**config.mk**
```make
export PLATFORM = sky130hd
export DESIGN_NAME = cpu_core
export DESIGN_NICKNAME = d
export VERILOG_FILES = /design/src/rtl/cpu_core_pkg.sv /design/src/rtl/cpu_core_regfile.sv /design/src/rtl/cpu_core.sv
export SDC_FILE = /design/constraint.sdc
export NUM_CORES = 2
export LEC_CHECK = 0
export CAP_MARGIN = 20
export CORE_MARGIN = 2
export CORE_UTILIZATION = 60
export CTS_BUF_LIST = sky130_fd_sc_hd__clkbuf_16
export DETAILED_ROUTE_END_ITERATION = 16
export PLACE_DENSITY = 0.77
export SYNTH_ARGS = -nofsm -noshare
export SYNTH_HDL_FRONTEND = slang
export SYNTH_SLANG_ARGS = --single-unit
```
**constraint.sdc**
```tcl
create_clock -name clk_50M -period 6 [get_ports clk_50M]
set_input_delay 1.2 -clock clk_50M [delete_from_list [all_inputs] [get_ports clk_50M]]
set_output_delay 1.2 -clock clk_50M [all_outputs]
set_load 0.05 [all_outputs]
```
**src/rtl/cpu_core_pkg.sv**
```systemverilog
// rtl/cpu_core_pkg.sv - shared constants, ALU op enum and pipeline payload structs for cpu_core
package cpu_core_pkg;
    localparam int INST_WIDTH = 32;
    localparam int ADDR_WIDTH = 32;
    localparam int DATA_WIDTH = 32;

    localparam logic [5:0] OP_SPECIAL = 6'h00;
    localparam logic [5:0] OP_ANDI    = 6'h0c;
    localparam logic [5:0] OP_ORI     = 6'h0d;
    localparam logic [5:0] OP_XORI    = 6'h0e;
    localparam logic [5:0] OP_LUI     = 6'h0f;
    localparam logic [5:0] OP_LW      = 6'h23;
    localparam logic [5:0] OP_SW      = 6'h2b;

    localparam logic [5:0] F_SLL  = 6'h00;
    localparam logic [5:0] F_SRL  = 6'h02;
    localparam logic [5:0] F_SRA  = 6'h03;
    localparam logic [5:0] F_SLLV = 6'h04;
    localparam logic [5:0] F_SRLV = 6'h06;
    localparam logic [5:0] F_SRAV = 6'h07;
    localparam logic [5:0] F_MOVZ = 6'h0a;
    localparam logic [5:0] F_MOVN = 6'h0b;
    localparam logic [5:0] F_MFHI = 6'h10;
    localparam logic [5:0] F_MTHI = 6'h11;
    localparam logic [5:0] F_MFLO = 6'h12;
    localparam logic [5:0] F_MTLO = 6'h13;
    localparam logic [5:0] F_AND  = 6'h24;
    localparam logic [5:0] F_OR   = 6'h25;
    localparam logic [5:0] F_XOR  = 6'h26;
    localparam logic [5:0] F_NOR  = 6'h27;

    // mem_ctrl: [0]=read, [1]=write, [3:2]=size (00 word), [4]=sign-extend
    localparam int         MC_READ       = 0;
    localparam int         MC_WRITE      = 1;
    localparam logic [4:0] MEM_CTRL_IDLE = 5'b00000;
    localparam logic [4:0] MEM_CTRL_LW   = 5'b00001;
    localparam logic [4:0] MEM_CTRL_SW   = 5'b00010;

    typedef enum logic [3:0] {
        ALU_NOP, ALU_AND, ALU_OR, ALU_XOR, ALU_NOR, ALU_LUI, ALU_SLL,
        ALU_SRL, ALU_SRA, ALU_MOVN, ALU_MOVZ, ALU_MFHI, ALU_MFLO, ALU_ADD
    } alu_op_e;

    typedef struct packed {
        logic [INST_WIDTH-1:0] inst;
    } if_id_t;

    typedef struct packed {
        alu_op_e               alu_op;
        logic [4:0]            rs_addr;
        logic [4:0]            rt_addr;
        logic [DATA_WIDTH-1:0] rs_val;
        logic [DATA_WIDTH-1:0] rt_val;
        logic [DATA_WIDTH-1:0] imm;
        logic [4:0]            shamt;
        logic                  use_imm;
        logic                  shift_var;
        logic [4:0]            waddr;
        logic                  hi_we;
        logic                  lo_we;
        logic [4:0]            mem_ctrl;
    } id_ex_t;

    typedef struct packed {
        logic [DATA_WIDTH-1:0] alu_res;
        logic [DATA_WIDTH-1:0] store_data;
        logic [4:0]            waddr;
        logic                  hi_we;
        logic                  lo_we;
        logic [4:0]            mem_ctrl;
    } ex_mem_t;

    typedef struct packed {
        logic [DATA_WIDTH-1:0] wdata;
        logic [4:0]            waddr;
        logic                  hi_we;
        logic                  lo_we;
    } mem_wb_t;

    function automatic logic [DATA_WIDTH-1:0] sign_ext16(input logic [15:0] v);
        return {{16{v[15]}}, v};
    endfunction
endpackage

```
**src/rtl/cpu_core_regfile.sv**
```systemverilog
// rtl/cpu_core_regfile.sv - 32x32 GPR file, two read ports, one write port, write-first
module cpu_core_regfile
    import cpu_core_pkg::*;
(
    input  logic                  clk,
    input  logic                  rst_n,
    input  logic                  i_we,
    input  logic [4:0]            i_waddr,
    input  logic [DATA_WIDTH-1:0] i_wdata,
    input  logic [4:0]            i_raddr_a,
    output logic [DATA_WIDTH-1:0] o_rdata_a,
    input  logic [4:0]            i_raddr_b,
    output logic [DATA_WIDTH-1:0] o_rdata_b
);
    logic [DATA_WIDTH-1:0] r_regs [0:31];

    always_ff @(posedge clk or negedge rst_n) begin
        if (!rst_n) begin
            for (int i = 0; i < 32; i++) r_regs[i] <= '0;
        end else if (i_we && i_waddr != 5'd0) begin
            r_regs[i_waddr] <= i_wdata;
        end
    end

    // Same-cycle WB data bypasses the array so ID never sees a stale value
    always_comb begin
        o_rdata_a = r_regs[i_raddr_a];
        o_rdata_b = r_regs[i_raddr_b];
        if (i_we && i_waddr == i_raddr_a) o_rdata_a = i_wdata;
        if (i_we && i_waddr == i_raddr_b) o_rdata_b = i_wdata;
        if (i_raddr_a == 5'd0) o_rdata_a = '0;
        if (i_raddr_b == 5'd0) o_rdata_b = '0;
    end
endmodule

```
**src/rtl/cpu_core.sv**
```systemverilog
// rtl/cpu_core.sv - 5-stage in-order MIPS32-subset core (logic, shift, move, LW/SW)
module cpu_core
    import cpu_core_pkg::*;
#(
    parameter logic [ADDR_WIDTH-1:0] RESET_PC = 32'h0000_0000
) (
    input  logic                  clk_50M,
    input  logic                  reset_btn,
    input  logic [INST_WIDTH-1:0] instruction,
    output logic [ADDR_WIDTH-1:0] pc_out,
    output logic [ADDR_WIDTH-1:0] mem_addr,
    output logic [DATA_WIDTH-1:0] mem_wdata,
    input  logic [DATA_WIDTH-1:0] mem_rdata,
    output logic [4:0]            mem_ctrl_signal,
    input  logic                  mem_stall
);
    logic [ADDR_WIDTH-1:0] r_pc;
    if_id_t                r_if_id;
    id_ex_t                r_id_ex, w_dec;
    ex_mem_t               r_ex_mem, w_ex;
    mem_wb_t               r_mem_wb, w_wb;
    logic [DATA_WIDTH-1:0] r_hi, r_lo;

    logic [5:0]            w_op, w_funct;
    logic [4:0]            w_rs_addr, w_rt_addr, w_rd_addr, w_shamt;
    logic [15:0]           w_imm16;
    logic [DATA_WIDTH-1:0] w_rf_a, w_rf_b, w_rs, w_rt, w_hi, w_lo, w_b;
    logic [4:0]            w_sh;
    logic                  w_use_rs, w_use_rt, w_load_use, w_rf_we;
    logic [4:0]            wb_reg_waddr;
    logic [DATA_WIDTH-1:0] wb_reg_wdata;

    assign {w_op, w_rs_addr, w_rt_addr, w_rd_addr, w_shamt, w_funct} = r_if_id.inst;
    assign w_imm16 = r_if_id.inst[15:0];

    assign wb_reg_waddr = r_mem_wb.waddr;
    assign wb_reg_wdata = r_mem_wb.wdata;
    assign w_rf_we      = !mem_stall && (r_mem_wb.waddr != 5'd0);

    cpu_core_regfile u_regfile (
        .clk       (clk_50M),
        .rst_n     (reset_btn),
        .i_we      (w_rf_we),
        .i_waddr   (r_mem_wb.waddr),
        .i_wdata   (r_mem_wb.wdata),
        .i_raddr_a (w_rs_addr),
        .o_rdata_a (w_rf_a),
        .i_raddr_b (w_rt_addr),
        .o_rdata_b (w_rf_b)
    );

    // Unsupported encodings fall through with waddr=0 and mem_ctrl=0, i.e. a NOP
    always_comb begin
        w_dec         = '0;
        w_dec.rs_addr = w_rs_addr;
        w_dec.rt_addr = w_rt_addr;
        w_dec.rs_val  = w_rf_a;
        w_dec.rt_val  = w_rf_b;
        w_dec.imm     = {16'h0000, w_imm16};
        w_dec.shamt   = w_shamt;
        w_use_rs      = 1'b0;
        w_use_rt      = 1'b0;
        case (w_op)
            OP_SPECIAL: begin
                w_use_rs    = 1'b1;
                w_use_rt    = 1'b1;
                w_dec.waddr = w_rd_addr;
                case (w_funct)
                    F_SLL:  begin w_dec.alu_op = ALU_SLL; w_use_rs = 1'b0; end
                    F_SRL:  begin w_dec.alu_op = ALU_SRL; w_use_rs = 1'b0; end
                    F_SRA:  begin w_dec.alu_op = ALU_SRA; w_use_rs = 1'b0; end
                    F_SLLV: begin w_dec.alu_op = ALU_SLL; w_dec.shift_var = 1'b1; end
                    F_SRLV: begin w_dec.alu_op = ALU_SRL; w_dec.shift_var = 1'b1; end
                    F_SRAV: begin w_dec.alu_op = ALU_SRA; w_dec.shift_var = 1'b1; end
                    F_MOVZ: w_dec.alu_op = ALU_MOVZ;
                    F_MOVN: w_dec.alu_op = ALU_MOVN;
                    F_MFHI: begin w_dec.alu_op = ALU_MFHI; w_use_rs = 1'b0; w_use_rt = 1'b0; end
                    F_MFLO: begin w_dec.alu_op = ALU_MFLO; w_use_rs = 1'b0; w_use_rt = 1'b0; end
                    F_MTHI, F_MTLO: begin
                        w_dec.alu_op  = ALU_OR;
                        w_dec.use_imm = 1'b1;
                        w_dec.imm     = '0;
                        w_dec.waddr   = 5'd0;
                        w_dec.hi_we   = (w_funct == F_MTHI);
                        w_dec.lo_we   = (w_funct == F_MTLO);
                        w_use_rt      = 1'b0;
                    end
                    F_AND:  w_dec.alu_op = ALU_AND;
                    F_OR:   w_dec.alu_op = ALU_OR;
                    F_XOR:  w_dec.alu_op = ALU_XOR;
                    F_NOR:  w_dec.alu_op = ALU_NOR;
                    default: begin w_dec.waddr = 5'd0; w_use_rs = 1'b0; w_use_rt = 1'b0; end
                endcase
            end
            OP_ANDI, OP_ORI, OP_XORI: begin
                w_dec.alu_op  = (w_op == OP_ANDI) ? ALU_AND : (w_op == OP_ORI) ? ALU_OR : ALU_XOR;
                w_dec.use_imm = 1'b1;
                w_dec.waddr   = w_rt_addr;
                w_use_rs      = 1'b1;
            end
            OP_LUI: begin
                w_dec.alu_op = ALU_LUI;
                w_dec.waddr  = w_rt_addr;
            end
            OP_LW, OP_SW: begin
                w_dec.alu_op   = ALU_ADD;
                w_dec.imm      = sign_ext16(w_imm16);
                w_dec.waddr    = (w_op == OP_LW) ? w_rt_addr : 5'd0;
                w_dec.mem_ctrl = (w_op == OP_LW) ? MEM_CTRL_LW : MEM_CTRL_SW;
                w_use_rs       = 1'b1;
                w_use_rt       = (w_op == OP_SW);
            end
            default: ;
        endcase
    end

    assign w_load_use = r_id_ex.mem_ctrl[MC_READ] && (r_id_ex.waddr != 5'd0) &&
                        ((w_use_rs && w_rs_addr == r_id_ex.waddr) ||
                         (w_use_rt && w_rt_addr == r_id_ex.waddr));

    // EX/MEM is checked first so the younger producer wins
    always_comb begin
        w_rs = r_id_ex.rs_val;
        w_rt = r_id_ex.rt_val;
        w_hi = r_hi;
        w_lo = r_lo;
        if (r_ex_mem.waddr != 5'd0 && r_ex_mem.waddr == r_id_ex.rs_addr) w_rs = r_ex_mem.alu_res;
        else if (r_mem_wb.waddr != 5'd0 && r_mem_wb.waddr == r_id_ex.rs_addr) w_rs = r_mem_wb.wdata;
        if (r_ex_mem.waddr != 5'd0 && r_ex_mem.waddr == r_id_ex.rt_addr) w_rt = r_ex_mem.alu_res;
        else if (r_mem_wb.waddr != 5'd0 && r_mem_wb.waddr == r_id_ex.rt_addr) w_rt = r_mem_wb.wdata;
        if (r_ex_mem.hi_we) w_hi = r_ex_mem.alu_res;
        else if (r_mem_wb.hi_we) w_hi = r_mem_wb.wdata;
        if (r_ex_mem.lo_we) w_lo = r_ex_mem.alu_res;
        else if (r_mem_wb.lo_we) w_lo = r_mem_wb.wdata;
    end

    assign w_b  = r_id_ex.use_imm ? r_id_ex.imm : w_rt;
    assign w_sh = r_id_ex.shift_var ? w_rs[4:0] : r_id_ex.shamt;

    always_comb begin
        w_ex            = '0;
        w_ex.store_data = w_rt;
        w_ex.waddr      = r_id_ex.waddr;
        w_ex.hi_we      = r_id_ex.hi_we;
        w_ex.lo_we      = r_id_ex.lo_we;
        w_ex.mem_ctrl   = r_id_ex.mem_ctrl;
        case (r_id_ex.alu_op)
            ALU_AND:  w_ex.alu_res = w_rs & w_b;
            ALU_OR:   w_ex.alu_res = w_rs | w_b;
            ALU_XOR:  w_ex.alu_res = w_rs ^ w_b;
            ALU_NOR:  w_ex.alu_res = ~(w_rs | w_b);
            ALU_LUI:  w_ex.alu_res = {r_id_ex.imm[15:0], 16'h0000};
            ALU_SLL:  w_ex.alu_res = w_rt << w_sh;
            ALU_SRL:  w_ex.alu_res = w_rt >> w_sh;
            ALU_SRA:  w_ex.alu_res = 32'($signed(w_rt) >>> w_sh);
            ALU_MOVN: begin w_ex.alu_res = w_rs; if (w_rt == '0) w_ex.waddr = 5'd0; end
            ALU_MOVZ: begin w_ex.alu_res = w_rs; if (w_rt != '0) w_ex.waddr = 5'd0; end
            ALU_MFHI: w_ex.alu_res = w_hi;
            ALU_MFLO: w_ex.alu_res = w_lo;
            ALU_ADD:  w_ex.alu_res = w_rs + r_id_ex.imm;
            default:  ;
        endcase
    end

    always_comb begin
        w_wb       = '0;
        w_wb.waddr = r_ex_mem.waddr;
        w_wb.hi_we = r_ex_mem.hi_we;
        w_wb.lo_we = r_ex_mem.lo_we;
        w_wb.wdata = r_ex_mem.mem_ctrl[MC_READ] ? mem_rdata : r_ex_mem.alu_res;
    end

    always_ff @(posedge clk_50M or negedge reset_btn) begin
        if (!reset_btn) begin
            r_pc     <= RESET_PC;
            r_if_id  <= '0;
            r_id_ex  <= '0;
            r_ex_mem <= '0;
            r_mem_wb <= '0;
            r_hi     <= '0;
            r_lo     <= '0;
        end else if (!mem_stall) begin
            if (w_load_use) begin
                r_id_ex <= '0;
            end else begin
                r_pc          <= r_pc + 32'd4;
                r_if_id.inst  <= instruction;
                r_id_ex       <= w_dec;
            end
            r_ex_mem <= w_ex;
            r_mem_wb <= w_wb;
            if (r_mem_wb.hi_we) r_hi <= r_mem_wb.wdata;
            if (r_mem_wb.lo_we) r_lo <= r_mem_wb.wdata;
        end
    end

    assign pc_out          = r_pc;
    assign mem_addr        = r_ex_mem.alu_res;
    assign mem_wdata       = r_ex_mem.store_data;
    assign mem_ctrl_signal = r_ex_mem.mem_ctrl;
endmodule

```
==> run_results.csv <==
group,metric,value,unit
timing,rsz0062_at_grt,"no",
yosys,synth_edf_count,0,
pwr,peakVddDrop,302,uV
yosys,yosysTopAreaCell,"dfrtp_1",
floorplan,die_x,368,um
yosys,ys_ff_latch,1373,
routing,remaining_drc_errors,0,
critical_path,required,6.63,ns
floorplan,initial_core_util,60.5,%
critical_path,rr_worst_depth,18,
job,maxCapViolations,0,
yosys,synth_ff_type,"dfrtp_1",
floorplan,std_cell_rows,133,
critical_path,arrival,6.33,ns
yosys,synthCells,6288,
timing,hold_violations,0,
critical_path,reg2reg_slack,0.30,ns
clock_network,cts_sinks,1373,
timing,hold_slack,0.304,ns
timing,fin_crit,5.70,ns
critical_path,critPathSlowestCell,"a2111oi_0",
clock_network,cts_tree,"built",
global_route,track_usage,41.4,%
critical_path,crit_start,"wb_reg_waddr[1]",
placement,gp_congestion,1.09,
routing,via_count,58400,
critical_path,r2r-end,"mem_addr[28]",
critical_path,worst-setup-path-type,"reg2reg",
timing,setup_ws,0.297,ns
timing,fin_skew,0.0508,ns
floorplan,fp.dieH,368,um
global_route,grt_pass1_wl,410000,um
global_route,grt_antenna_before_repair,13,
timing,tightest_slew,1.29,ns
placement,dp_hpwl,181000,um
timing,fmax,175,MHz
critical_path,crit_path_end_kind,"flip-flop",
timing,tns,0,ns
floorplan,core_region_area,132000,um2
routing,wirelength,278000,um
critical_path,path_delay_family,"compound AO/OA/AOI/OAI gates",
pwr,power_density,255,nW/um2
yosys,yosysUniqueCellTypes,93,
timing,timing.final.crit_share,95.0,%
yosys,syn_avg_cell_area,12.7,um2
critical_path,max_stage_delay,0.63,ns
timing,setup_violations,0,
clock_network,cts_hold_buf,0,
finish,drive_above_1_share,36.8,%
clock_network,clock_tree.buffer_depth,3,
clock_network,htreeDepth,4,
clock_network,cts_setup_buffers,0,
clock_network,cts_buffers,145,
placement,numPortBuffers,162,
routing,routedWlPerCell,34.7,um
timing,final_max_slew_viol_count,0,
critical_path,cp_num_buf_inv,3,
pwr,p_leak,39.7,nW
global_route,grt_max_degree,184,
global_route,grt_overflow,0,
critical_path,critical_path.most_common_cell,"buf_4",
routing,drt-initial-drc-count,7183,
critical_path,start_kind,"flip-flop",
critical_path,reg2reg_from,"wb_reg_waddr[1]",
yosys,yosysWarningCount,0,
worst_hold_path,hold_class,"in2async",
yosys,seq_area_frac_synth,43.2,%
critical_path,crit_chain,"nor2_1 -> a211oi_2 -> buf_4 -> nand2_2 -> buf_4 -> buf_4 -> mux2i_1 -> o21ai_0 -> ha_1 -> nor2_1 -> nand2_1 -> o21ai_0 -> a222oi_1 -> o2111ai_1 -> a2111oi_0 -> o311ai_0 -> a31oi_1 -> a32oi_1",
yosys,yosysMostFrequentCell,"dfrtp_1",
yosys,async_reset_ff_share,100,%
yosys,synth_top_area_share,43.2,%
finish,area_growth,10.3,%
outcome,status,"completed",
clock_network,cts.clk_slew.worst_paths,0.09,ns
placement,pre_cts_slack,0.599,ns
finish,layout.nets,6330,
yosys,synth_area_leaders,"dfrtp_1, mux4_2, mux2_2",
timing,max-slew-margin-rel,13.7,%
clock_network,cts_resized,0,
yosys,ys_top_cells_by_count,"dfrtp_1, mux2_2, mux4_2",
floorplan,die-area,136000,um2
routing,post_drt_via_cell_ratio,7.27,
routing,dr.pass1.iters,12,
clock_network,root_buffer,"clkbuf_16",
floorplan,io_pins,168,
yosys,synth_area,79600,um2
global_route,grt_pass1_vias,58800,
clock_network,clk_latency,0.81,ns
critical_path,path_max_fanout,13,
routing,route.antenna.remaining_nets,0,
-- per-stage QoR --
| stage | power, W | cell area [um2] | cells | utilization (%) |
|---|---|---|---|---|
| after floorplan | 0.0118 | 79600 | 6292 | - |
| after global placement | 0.0132 | 82900 | 7761 | 63.0 |
| after detailed placement | 0.0132 | 82900 | 7763 | 63.0 |
| after CTS | 0.0223 | 87700 | 8025 | 66.6 |
| after global routing | 0.0230 | 87800 | 8029 | 66.7 |
| final | 0.0223 | 87800 | 8036 | 66.7 |
-- metal layers --
| metal | routed length, um | part of all wire (%) | track usage (%) |
|---|---|---|---|
| met5 | 57 | 0.020 | 0 |
| met1 | 102000 | 37 | 54.6 |
| met2 | 128000 | 46 | 63.0 |
| met3 | 28700 | 10 | 9.67 |
| met4 | 19500 | 7.0 | 24.8 |
-- placed cells by master, fill, tap and decap left out, types with 39 or more instances in the layout --
| master | synthesis | layout |
|---|---|---|
| o22ai_1 | 51 | 51 |
| o21ai_0 | 414 | 412 |
| mux2i_1 | 210 | 210 |
| clkbuf_16 | 0 | 147 |
| clkdlybuf4s50_1 | 0 | 160 |
| nand2_1 | 457 | 439 |
| a21oi_1 | 154 | 152 |
| buf_4 | 78 | 226 |
| inv_1 | 84 | 116 |
| nor2_1 | 149 | 129 |
| ha_1 | 104 | 104 |
| a221oi_1 | 40 | 39 |
| nor3_1 | 71 | 67 |
| a31oi_1 | 57 | 54 |
| dfrtp_1 | 1373 | 1360 |
| nand3_1 | 132 | 132 |
| mux2_2 | 1098 | 1098 |
| a22o_1 | 57 | 57 |
| mux4_2 | 641 | 641 |
| xnor2_1 | 58 | 58 |
-- sequential cells by signal, summed over array words and instances, names as in the netlist --
signal            cells
r_hi                 32
r_lo                 32
r_if_id              32
pc_out               30
mem_addr             32
r_id_ex             111
u_regfile.r_regs   1024
r_mem_wb              2
r_ex_mem              7
mem_wdata            32
mem_ctrl_signal       2
wb_reg_waddr          5
wb_reg_wdata         32
-- kinds of logic after synthesis --
family          Yosys count  share of synthesized area [%]
other cells               1                        0.00471
mux                    1950                           36.3
simple gates            940                           5.25
compound gates         1043                           8.37
buf+inv                 780                           4.14
flops                  1373                           43.2
xor+xnor                 96                           1.06
fa+ha+maj               105                           1.66
-- where the power goes --
group | internal (W) | switching [W]
Clock | 0.00518 | 0.00400
Combinational | 0.00116 | 0.00218
Sequential | 0.00945 | 0.000373
Total | 0.0158 | 0.00655
-- layout make-up --
cell class	instances	area, um2
multi-input combinational	4139	42200
tap	1755	2200
inverter	84	315
sequential	1373	34400
clock inverter	115	1100
timing repair buffer	415	3860
fill	9146	43900
antenna	8	20.0
clock buffer	147	3680
-- how the worst max path moves through the flow --
stage                         endpoint  slack, ns  cells after the start
final                     mem_addr[28]       0.30                     18
after global routing      mem_addr[28]       0.10                     17
after global placement    mem_addr[28]       0.54                     18
after floorplan           mem_addr[30]       1.08                     22
after detailed placement  mem_addr[28]       0.60                     18
after CTS                 mem_addr[28]       0.49                     18
Note: power is estimated with default switching activity, not from simulation.
